`config.mk`:
```
export PLATFORM = sky130hd
export DESIGN_NAME = inst_fetch_flat
export DESIGN_NICKNAME = d
export VERILOG_FILES = /design/src/rtl/inst_fetch_pkg.sv /design/src/rtl/inst_fetch_if.sv /design/src/rtl/inst_fetch_if_id_reg.sv /design/src/rtl/inst_fetch.sv /design/src/flat_wrapper.sv
export SDC_FILE = /design/constraint.sdc
export NUM_CORES = 1
export LEC_CHECK = 0
export ABC_AREA = 1
export CAP_MARGIN = 40
export CORE_ASPECT_RATIO = 0.6
export CORE_MARGIN = 10
export CORE_UTILIZATION = 25
export CTS_CLUSTER_DIAMETER = 80
export DETAILED_ROUTE_END_ITERATION = 12
export SLEW_MARGIN = 25
export SYNTH_ARGS = -nofsm -noshare
export SYNTH_HDL_FRONTEND = slang
export SYNTH_SLANG_ARGS = --single-unit
```
`constraint.sdc`:
```
create_clock -name clk -period 4.6 [get_ports clk]
set_input_delay 0.46 -clock clk [delete_from_list [all_inputs] [get_ports clk]]
set_output_delay 0.46 -clock clk [all_outputs]
set_load 0.01 [all_outputs]
```
`src/rtl/inst_fetch_pkg.sv`:
```
// rtl/inst_fetch_pkg.sv - shared CPU constants and exception encoding
package inst_fetch_pkg;

  localparam logic [31:0] RESET_PC_DEF = 32'h0000_0000;
  localparam logic [31:0] NOP_WORD     = 32'h0000_0000;
  localparam logic [31:0] PC_INC       = 32'd4;

  typedef enum logic [4:0] {
    EXC_INT  = 5'h00,
    EXC_ADEL = 5'h04,
    EXC_ADES = 5'h05,
    EXC_SYS  = 5'h08,
    EXC_BP   = 5'h09,
    EXC_RI   = 5'h0a,
    EXC_OV   = 5'h0c
  } exc_code_e;

  function automatic logic word_aligned(input logic [1:0] lsb);
    return (lsb == 2'b00);
  endfunction

endpackage

```
`src/rtl/inst_fetch_if.sv`:
```
// rtl/inst_fetch_if.sv - fetch-stage redirect, imem and IF/ID bundle
interface inst_fetch_if #(
  parameter int ADDR_W = 32
);

  logic              stall;
  logic              branch_taken;
  logic [ADDR_W-1:0] branch_target;
  logic              flush;
  logic [ADDR_W-1:0] flush_target;
  logic              inst_ce;
  logic [ADDR_W-1:0] inst_addr;
  logic [31:0]       inst_data;
  logic              id_valid;
  logic [ADDR_W-1:0] id_pc;
  logic [31:0]       id_inst;
  logic              id_exc_adel;

  modport master (
    input  stall, branch_taken, branch_target, flush, flush_target, inst_data,
    output inst_ce, inst_addr, id_valid, id_pc, id_inst, id_exc_adel
  );

  modport slave (
    output stall, branch_taken, branch_target, flush, flush_target, inst_data,
    input  inst_ce, inst_addr, id_valid, id_pc, id_inst, id_exc_adel
  );

endinterface

```
`src/rtl/inst_fetch_if_id_reg.sv`:
```
// rtl/inst_fetch_if_id_reg.sv - pipeline boundary register with hold/bubble/load
module if_id_reg #(
  parameter int W = 66
) (
  input  logic         clk,
  input  logic         rst_n,
  input  logic         bubble_i,
  input  logic         hold_i,
  input  logic         load_i,
  input  logic [W-1:0] data_i,
  output logic [W-1:0] data_o
);

  logic [W-1:0] data_q, data_d;

  // Bubble beats hold so a kill still lands while the hazard unit is stalling.
  always_comb begin
    data_d = data_q;
    if (bubble_i)
      data_d = '0;
    else if (!hold_i && load_i)
      data_d = data_i;
  end

  always_ff @(posedge clk or negedge rst_n) begin
    if (!rst_n)
      data_q <= '0;
    else
      data_q <= data_d;
  end

  assign data_o = data_q;

endmodule

```
`src/rtl/inst_fetch.sv`:
```
// rtl/inst_fetch.sv - MIPS instruction fetch: PC, redirects, pending branch, IF/ID
module inst_fetch
  import inst_fetch_pkg::*;
#(
  parameter int                ADDR_W   = 32,
  parameter logic [ADDR_W-1:0] RESET_PC = RESET_PC_DEF[ADDR_W-1:0]
) (
  input  logic clk,
  input  logic rst_n,
  inst_fetch_if.master bus
);

  localparam int IFID_W = 1 + ADDR_W + 32 + 1;

  logic [ADDR_W-1:0] pc_q, pc_d;
  logic              run_q;
  logic              pend_vld_q, pend_vld_d;
  logic [ADDR_W-1:0] pend_tgt_q, pend_tgt_d;
  logic              aligned;

  assign aligned       = word_aligned(pc_q[1:0]);
  assign bus.inst_addr = pc_q;
  assign bus.inst_ce   = run_q & aligned;

  always_comb begin
    pc_d       = pc_q;
    pend_vld_d = pend_vld_q;
    pend_tgt_d = pend_tgt_q;
    if (bus.flush) begin
      pc_d       = bus.flush_target;
      pend_vld_d = 1'b0;
    end else if (!run_q) begin
      pc_d = pc_q;
    end else if (bus.stall) begin
      // A branch resolved during a stall must not be lost; replay it later.
      if (bus.branch_taken) begin
        pend_vld_d = 1'b1;
        pend_tgt_d = bus.branch_target;
      end
    end else if (bus.branch_taken) begin
      pc_d       = bus.branch_target;
      pend_vld_d = 1'b0;
    end else if (pend_vld_q) begin
      pc_d       = pend_tgt_q;
      pend_vld_d = 1'b0;
    end else begin
      pc_d = pc_q + PC_INC[ADDR_W-1:0];
    end
  end

  always_ff @(posedge clk or negedge rst_n) begin
    if (!rst_n) begin
      pc_q       <= RESET_PC;
      run_q      <= 1'b0;
      pend_vld_q <= 1'b0;
      pend_tgt_q <= '0;
    end else begin
      pc_q       <= pc_d;
      run_q      <= 1'b1;
      pend_vld_q <= pend_vld_d;
      pend_tgt_q <= pend_tgt_d;
    end
  end

  logic [IFID_W-1:0] ifid_d, ifid_q;
  logic [31:0]       fetch_word;

  // Misaligned fetches never reach the memory; carry a NOP plus the AdEL flag.
  assign fetch_word = aligned ? bus.inst_data : NOP_WORD;
  assign ifid_d     = {run_q, pc_q, fetch_word, run_q & ~aligned};

  if_id_reg #(
    .W (IFID_W)
  ) u_if_id (
    .clk      (clk),
    .rst_n    (rst_n),
    .bubble_i (bus.flush | ~run_q),
    .hold_i   (bus.stall),
    .load_i   (1'b1),
    .data_i   (ifid_d),
    .data_o   (ifid_q)
  );

  assign bus.id_valid    = ifid_q[IFID_W-1];
  assign bus.id_pc       = ifid_q[IFID_W-2 -: ADDR_W];
  assign bus.id_inst     = ifid_q[32:1];
  assign bus.id_exc_adel = ifid_q[0];

endmodule

```
`src/flat_wrapper.sv`:
```
// flat-port wrapper written by rule: the top's interface ports become plain ports
module inst_fetch_flat import inst_fetch_pkg::*;
#(
  parameter int                ADDR_W   = 32,
  parameter logic [ADDR_W-1:0] RESET_PC = RESET_PC_DEF[ADDR_W-1:0]
)
  (clk, rst_n, bus_stall, bus_branch_taken, bus_branch_target, bus_flush, bus_flush_target, bus_inst_data, bus_inst_ce, bus_inst_addr, bus_id_valid, bus_id_pc, bus_id_inst, bus_id_exc_adel);
  inst_fetch_if #(.ADDR_W(ADDR_W)) bus_i ();
  input  logic clk;
  input  logic rst_n;
  input wire logic [$bits(bus_i.stall)-1:0] bus_stall;
  input wire logic [$bits(bus_i.branch_taken)-1:0] bus_branch_taken;
  input wire logic [$bits(bus_i.branch_target)-1:0] bus_branch_target;
  input wire logic [$bits(bus_i.flush)-1:0] bus_flush;
  input wire logic [$bits(bus_i.flush_target)-1:0] bus_flush_target;
  input wire logic [$bits(bus_i.inst_data)-1:0] bus_inst_data;
  output wire logic [$bits(bus_i.inst_ce)-1:0] bus_inst_ce;
  output wire logic [$bits(bus_i.inst_addr)-1:0] bus_inst_addr;
  output wire logic [$bits(bus_i.id_valid)-1:0] bus_id_valid;
  output wire logic [$bits(bus_i.id_pc)-1:0] bus_id_pc;
  output wire logic [$bits(bus_i.id_inst)-1:0] bus_id_inst;
  output wire logic [$bits(bus_i.id_exc_adel)-1:0] bus_id_exc_adel;
  assign bus_i.stall = bus_stall;
  assign bus_i.branch_taken = bus_branch_taken;
  assign bus_i.branch_target = bus_branch_target;
  assign bus_i.flush = bus_flush;
  assign bus_i.flush_target = bus_flush_target;
  assign bus_i.inst_data = bus_inst_data;
  assign bus_inst_ce = bus_i.inst_ce;
  assign bus_inst_addr = bus_i.inst_addr;
  assign bus_id_valid = bus_i.id_valid;
  assign bus_id_pc = bus_i.id_pc;
  assign bus_id_inst = bus_i.id_inst;
  assign bus_id_exc_adel = bus_i.id_exc_adel;
  inst_fetch #(.ADDR_W(ADDR_W), .RESET_PC(RESET_PC)) u_core (.clk(clk), .rst_n(rst_n), .bus(bus_i));
endmodule
```
## After elaboration in Yosys (flattened, before gate mapping)

Index checks and enable logic that the tools add are counted.

- Reductions and logical operators: 5
- Bitwise gates (word level): 6
- Muxes and demuxes: 12
- Add/sub/neg operators: 1
- Equality and inequality tests: 3

Operators with widths:

| operator | number |
|---|---|
| two-way mux 32 bit | 6 |
| two-way mux 66 bit | 2 |
| adder 32 x 3 -> 32 bit (second input constant) | 1 |
| two-way mux 1 bit | 4 |
| != test 2 x 1 -> 1 bit (second input constant) | 2 |
| AND reduction 2 bit | 2 |
| AND reduction 4 bit | 1 |
| != test 3 x 1 -> 1 bit (second input constant) | 1 |
| inverter 1 bit | 3 |
| AND 1 bit | 2 |
| logical NOT 2 bit | 1 |
| nonzero test 2 bit | 1 |
| bitwise OR 1 bit | 1 |

- Bits of input ports: 101
- Word-level logic and storage cells: 32
- Register bits: 132
- Output and inout port bits: 99

## Logic depth before layout (Yosys ltp)

- Word-level depth: 6
- Mapped depth: 12

## By module

A second synthesis with hierarchy kept.

- Cells, all modules: 993
- Area, all modules: 7707.4 µm²

By module, submodules not included:

| module | times used | area an instance (µm²) | seq. area each (µm²) | cells each |
|---|---|---|---|---|
| inst_fetch | 1 | 4854.7 | 1651.6 | 691 |
| if_id_reg | 1 | 2852.7 | 1651.6 | 302 |

## Worst setup path before layout

OpenSTA, ideal clock, no wires.

- Path kind: register to register
- Start point: register u_core.pc_q[3], in the netlist u_core.bus.inst_addr[3]
- End point: register u_core.pc_q[22], in the netlist u_core.bus.inst_addr[22]
- Stages on the path, launching flop included: 13
- Data required time: 4483 ps
- Arrival: 1482 ps
- Slack: 3001 ps
- Cell sequence: dfrtp_1 > ha_1 > nand2_1 > nor2_2 > nand2_1 > nor2_4 > nand2_1 > nand2_1 > nand3_1 > nand2_1 > nand2_1 > nand2_1 > nand2_1

- Longest elaborated chain between the ends: 6

Ends and longest elaborated chain:

| item | line | text |
|---|---|---|
| start: declaration | inst_fetch.sv:15 | `logic [ADDR_W-1:0] pc_q, pc_d;` |
| start signal: assignment | inst_fetch.sv:58 | `pc_q <= pc_d;` |
| adder 32 x 3 -> 32 bit | inst_fetch.sv:47 | `pc_d = pc_q + PC_INC[ADDR_W-1:0];` |
| two-way mux 32 bit | inst_fetch.sv:43 | `end else if (pend_vld_q) begin` |
| two-way mux 32 bit | inst_fetch.sv:40 | `end else if (bus.branch_taken) begin` |
| two-way mux 32 bit | inst_fetch.sv:34 | `end else if (bus.stall) begin` |
| two-way mux 32 bit | inst_fetch.sv:32 | `end else if (!run_q) begin` |
| two-way mux 32 bit | inst_fetch.sv:29 | `if (bus.flush) begin` |

No other way between the ends. The select of a mux whose other input is x is not followed.
A chain may end at the register's enable or synchronous reset.

## Final worst setup path

- Start point: input bus_stall
- End point: register u_core.pc_q[18], in the netlist u_core.bus.inst_addr[18]

- Longest elaborated chain between the ends: 2

Ends and longest elaborated chain:

| item | line | text |
|---|---|---|
| start: declaration | flat_wrapper.sv:11 | `input wire logic [$bits(bus_i.stall)-1:0] bus_stall;` |
| != test 2 x 1 -> 1 bit (no line) | -- |  |
| AND reduction 2 bit (no line) | -- |  |

No other way between the ends.

==> flow_summary.json <==
{
  "track_usage": 0.153,
  "powerDensity_nw_per_um2": 350,
  "n_fill_cell": 2683,
  "relSlewSlack": 0.487,
  "clock_path_buffers": 2,
  "fmax_mhz": 443,
  "route.met2.wl_um": 10900,
  "peakVddDrop_mv": 0.148,
  "core_area_um2": 25700,
  "worstSetupPathType": "in2reg",
  "hpwl_um": 19200,
  "hold_class": "reg2reg",
  "antenna_left": 0,
  "fin_util": 0.371,
  "ys_async_sr_fraction": 1.00,
  "finalSetupViolCount": 0,
  "wl_met3_um": 2820,
  "die_w_um": 230,
  "drtPass1Iterations": 5,
  "drc": 0,
  "cp_data_arrival_time_ns": 2.57,
  "rsz0062_at_grt": "no",
  "chipHeight_um": 146,
  "routed_wirelength_um": 26000,
  "antenna_found_initial": 1,
  "synth.distinct_cells": 32,
  "fp-row-count": 45,
  "whs_path_depth": 2,
  "setup_tns_ns": 0,
  "syn_nets": 894,
  "nets": 1083,
  "netlist_instances": 792,
  "grt_pass1_vias": 6360,
  "period_minus_slack_ns": 2.26,
  "grt_max_degree": 66,
  "hold_viol": 0,
  "worst_pin_slew_ns": 0.770,
  "vias": 6435,
  "ios": 200,
  "status": "finished clean",
  "end_kind": "flop",
  "htreeDepth": 4,
  "clock_latency_ns": 0.42,
  "top_layer": "met4",
  "start_kind": "primary input",
  "grt_first_pass_wirelength_um": 39600,
  "worst_clock_skew_ns": 0.00898,
  "synth_edf_count": 0,
  "slew_viol_final": 0,
  "cts_made_buffers": 17,
  "routabilityCongestion": 0.939,
  "ys_warn_count": 0,
  "cts_setup_buffers": 0,
  "dieArea_um2": 33600,
  "maxCapViolCount": 0,
  "grt_overflow": 0,
  "synth_flop_cell": "dfrtp_1",
  "syn_area_um2": 6610,
  "wl_per_cell_um": 19.3,
  "cts_num_sinks": 132,
  "crit_fanout": 22,
  "viasPerCell": 4.78,
  "finalCritPeriodShare": 0.491,
  "ys_seq_area_frac": 0.499,
  "cts_tree": "built",
  "port_buffers": 199,
  "syn_area_per_cell_um2": 8.35,
  "clk_pin_slew_ns": 0.06,
  "rr_worst_depth": 12,
  "clockRootBuffer": "clkbuf_16",
  "initial_utilization": 0.258,
  "m1WireLength_um": 12000,
  "synth_seq_cells": 132,
  "leakage_uw": 0.00416,
  "areaGrowthSynthToFinish_pct": 44.1,
  "cp.required_ns": 4.91,
  "drive_gt1_frac": 0.0835,
  "drtIter0Drc": 518
}
## metrics by stage
stage               setup WS [ns]  hold slack [ns]  instance area (µm²)  cells  total power [µW]
floorplan                    3.00            0.164                 6610    792              1680
global placement             1.80            0.470                 8920   1310              2040
detailed placement           1.77            0.418                 8960   1312              2050
CTS                          2.21            0.488                 9520   1345              3370
global route                 2.11            0.499                 9530   1346              3500
finish                       2.34            0.482                 9530   1347              3330
## cell type report
| type | count | area (µm²) | area share |
|---|---|---|---|
| diodes | 1 | 2.50 | 0.000263 |
| multi-input cells | 568 | 2930 | 0.308 |
| inverters | 51 | 191 | 0.0201 |
| repair buffers | 211 | 2110 | 0.222 |
| flip-flops and latches | 132 | 3300 | 0.347 |
| clock inverters | 10 | 82.6 | 0.00866 |
| clock buffers | 22 | 464 | 0.0487 |
| well taps | 352 | 440 | 0.0462 |
## synthesized netlist by cell type, drive strengths merged (3+ instances only)
| cell | number | area share |
|---|---|---|
| nor2 | 67 | 0.046 |
| a32o | 32 | 0.048 |
| a221oi | 6 | 0.0079 |
| dfrtp | 132 | 0.50 |
| a22oi | 4 | 0.0045 |
| nand2 | 266 | 0.15 |
| nand3 | 40 | 0.030 |
| inv | 49 | 0.028 |
| clkbuf | 25 | 0.014 |
| o21ai | 60 | 0.045 |
| mux2 | 27 | 0.051 |
| buf | 16 | 0.014 |
| o22ai | 3 | 0.0028 |
| a21oi | 40 | 0.030 |
| o211ai | 9 | 0.010 |
| a22o | 3 | 0.0040 |
## worst max-delay path, cell delays in order
cell and delay, ns:
clkdlybuf4s50_1 0.43, inv_2 0.10, nand2_1 0.08, nand2_1 0.06
buf_4 0.27, clkinv_1 0.59, a221oi_1 0.45, a21oi_1 0.11
## logic make-up after synthesis
logic type      synth area share
simple gates               0.231
compound gates             0.157
flops                      0.499
buf+inv                   0.0575
mux                       0.0511
fa+ha+maj                0.00189
other cells             0.000567
xor+xnor                 0.00132
## power breakdown
group	internal, µW	switching (µW)	total, µW	leakage (µW)
registers	1280	109	1390	0.00170
logic	313	336	649	0.00219
clock network	765	533	1300	0.000265
total	2360	978	3330	0.00416
## cell usage in the layout (no fill, tap or decap), types with 4 or more instances in the layout
cell type / count
nand3_1: 40
a32o_1: 32
o21ai_1: 4
o211ai_1: 9
mux2_4: 9
nand2_1: 266
o21ai_0: 56
mux2_2: 18
clkbuf_16: 17
clkinv_2: 6
nor2_1: 56
dfrtp_1: 132
a21oi_1: 40
inv_1: 46
nor2_2: 6
clkdlybuf4s50_1: 197
a22oi_1: 4
nor2_4: 5
a221oi_1: 6
buf_4: 9
## path summary, 6_finish.rpt
| path | startpoint | to | slack (ns) |
|---|---|---|---|
| worst max-delay path | bus_stall | u_core.bus.inst_addr[18] | 2.34 |
| worst min-delay path | u_core.u_if_id.data_o[0] | u_core.u_if_id.data_o[0] | 0.48 |
| worst max register to register | u_core.bus.inst_addr[3] | u_core.bus.inst_addr[22] | 2.54 |
| worst min register to register | u_core.u_if_id.data_o[0] | u_core.u_if_id.data_o[0] | 0.48 |
| max in group asynchronous | rst_n | u_core.u_if_id.data_o[16] | 3.22 |
| min in group asynchronous | rst_n | u_core.bus.inst_addr[12] | 0.53 |
## flip-flops by register name, summed over array words and instances, names as in the netlist
| signal | cells |
|---|---|
| u_core.pend_tgt_q | 32 |
| u_core.run_q | 1 |
| u_core.u_if_id.data_o | 66 |
| u_core.bus.inst_addr | 32 |
| u_core.pend_vld_q | 1 |
## what timing repair did
item                      4_1_cts  5_1_grt
resized for setup               0        0
hold endpoints to repair       40        0
hold buffers                    1        0
## layer usage
metal,up-vias,track usage
met5,-,0
met4,0,0.0409
li1,3036,-
met1,3095,0.208
met3,19,0.0694
met2,285,0.210
(Power assumes the default switching activity.)
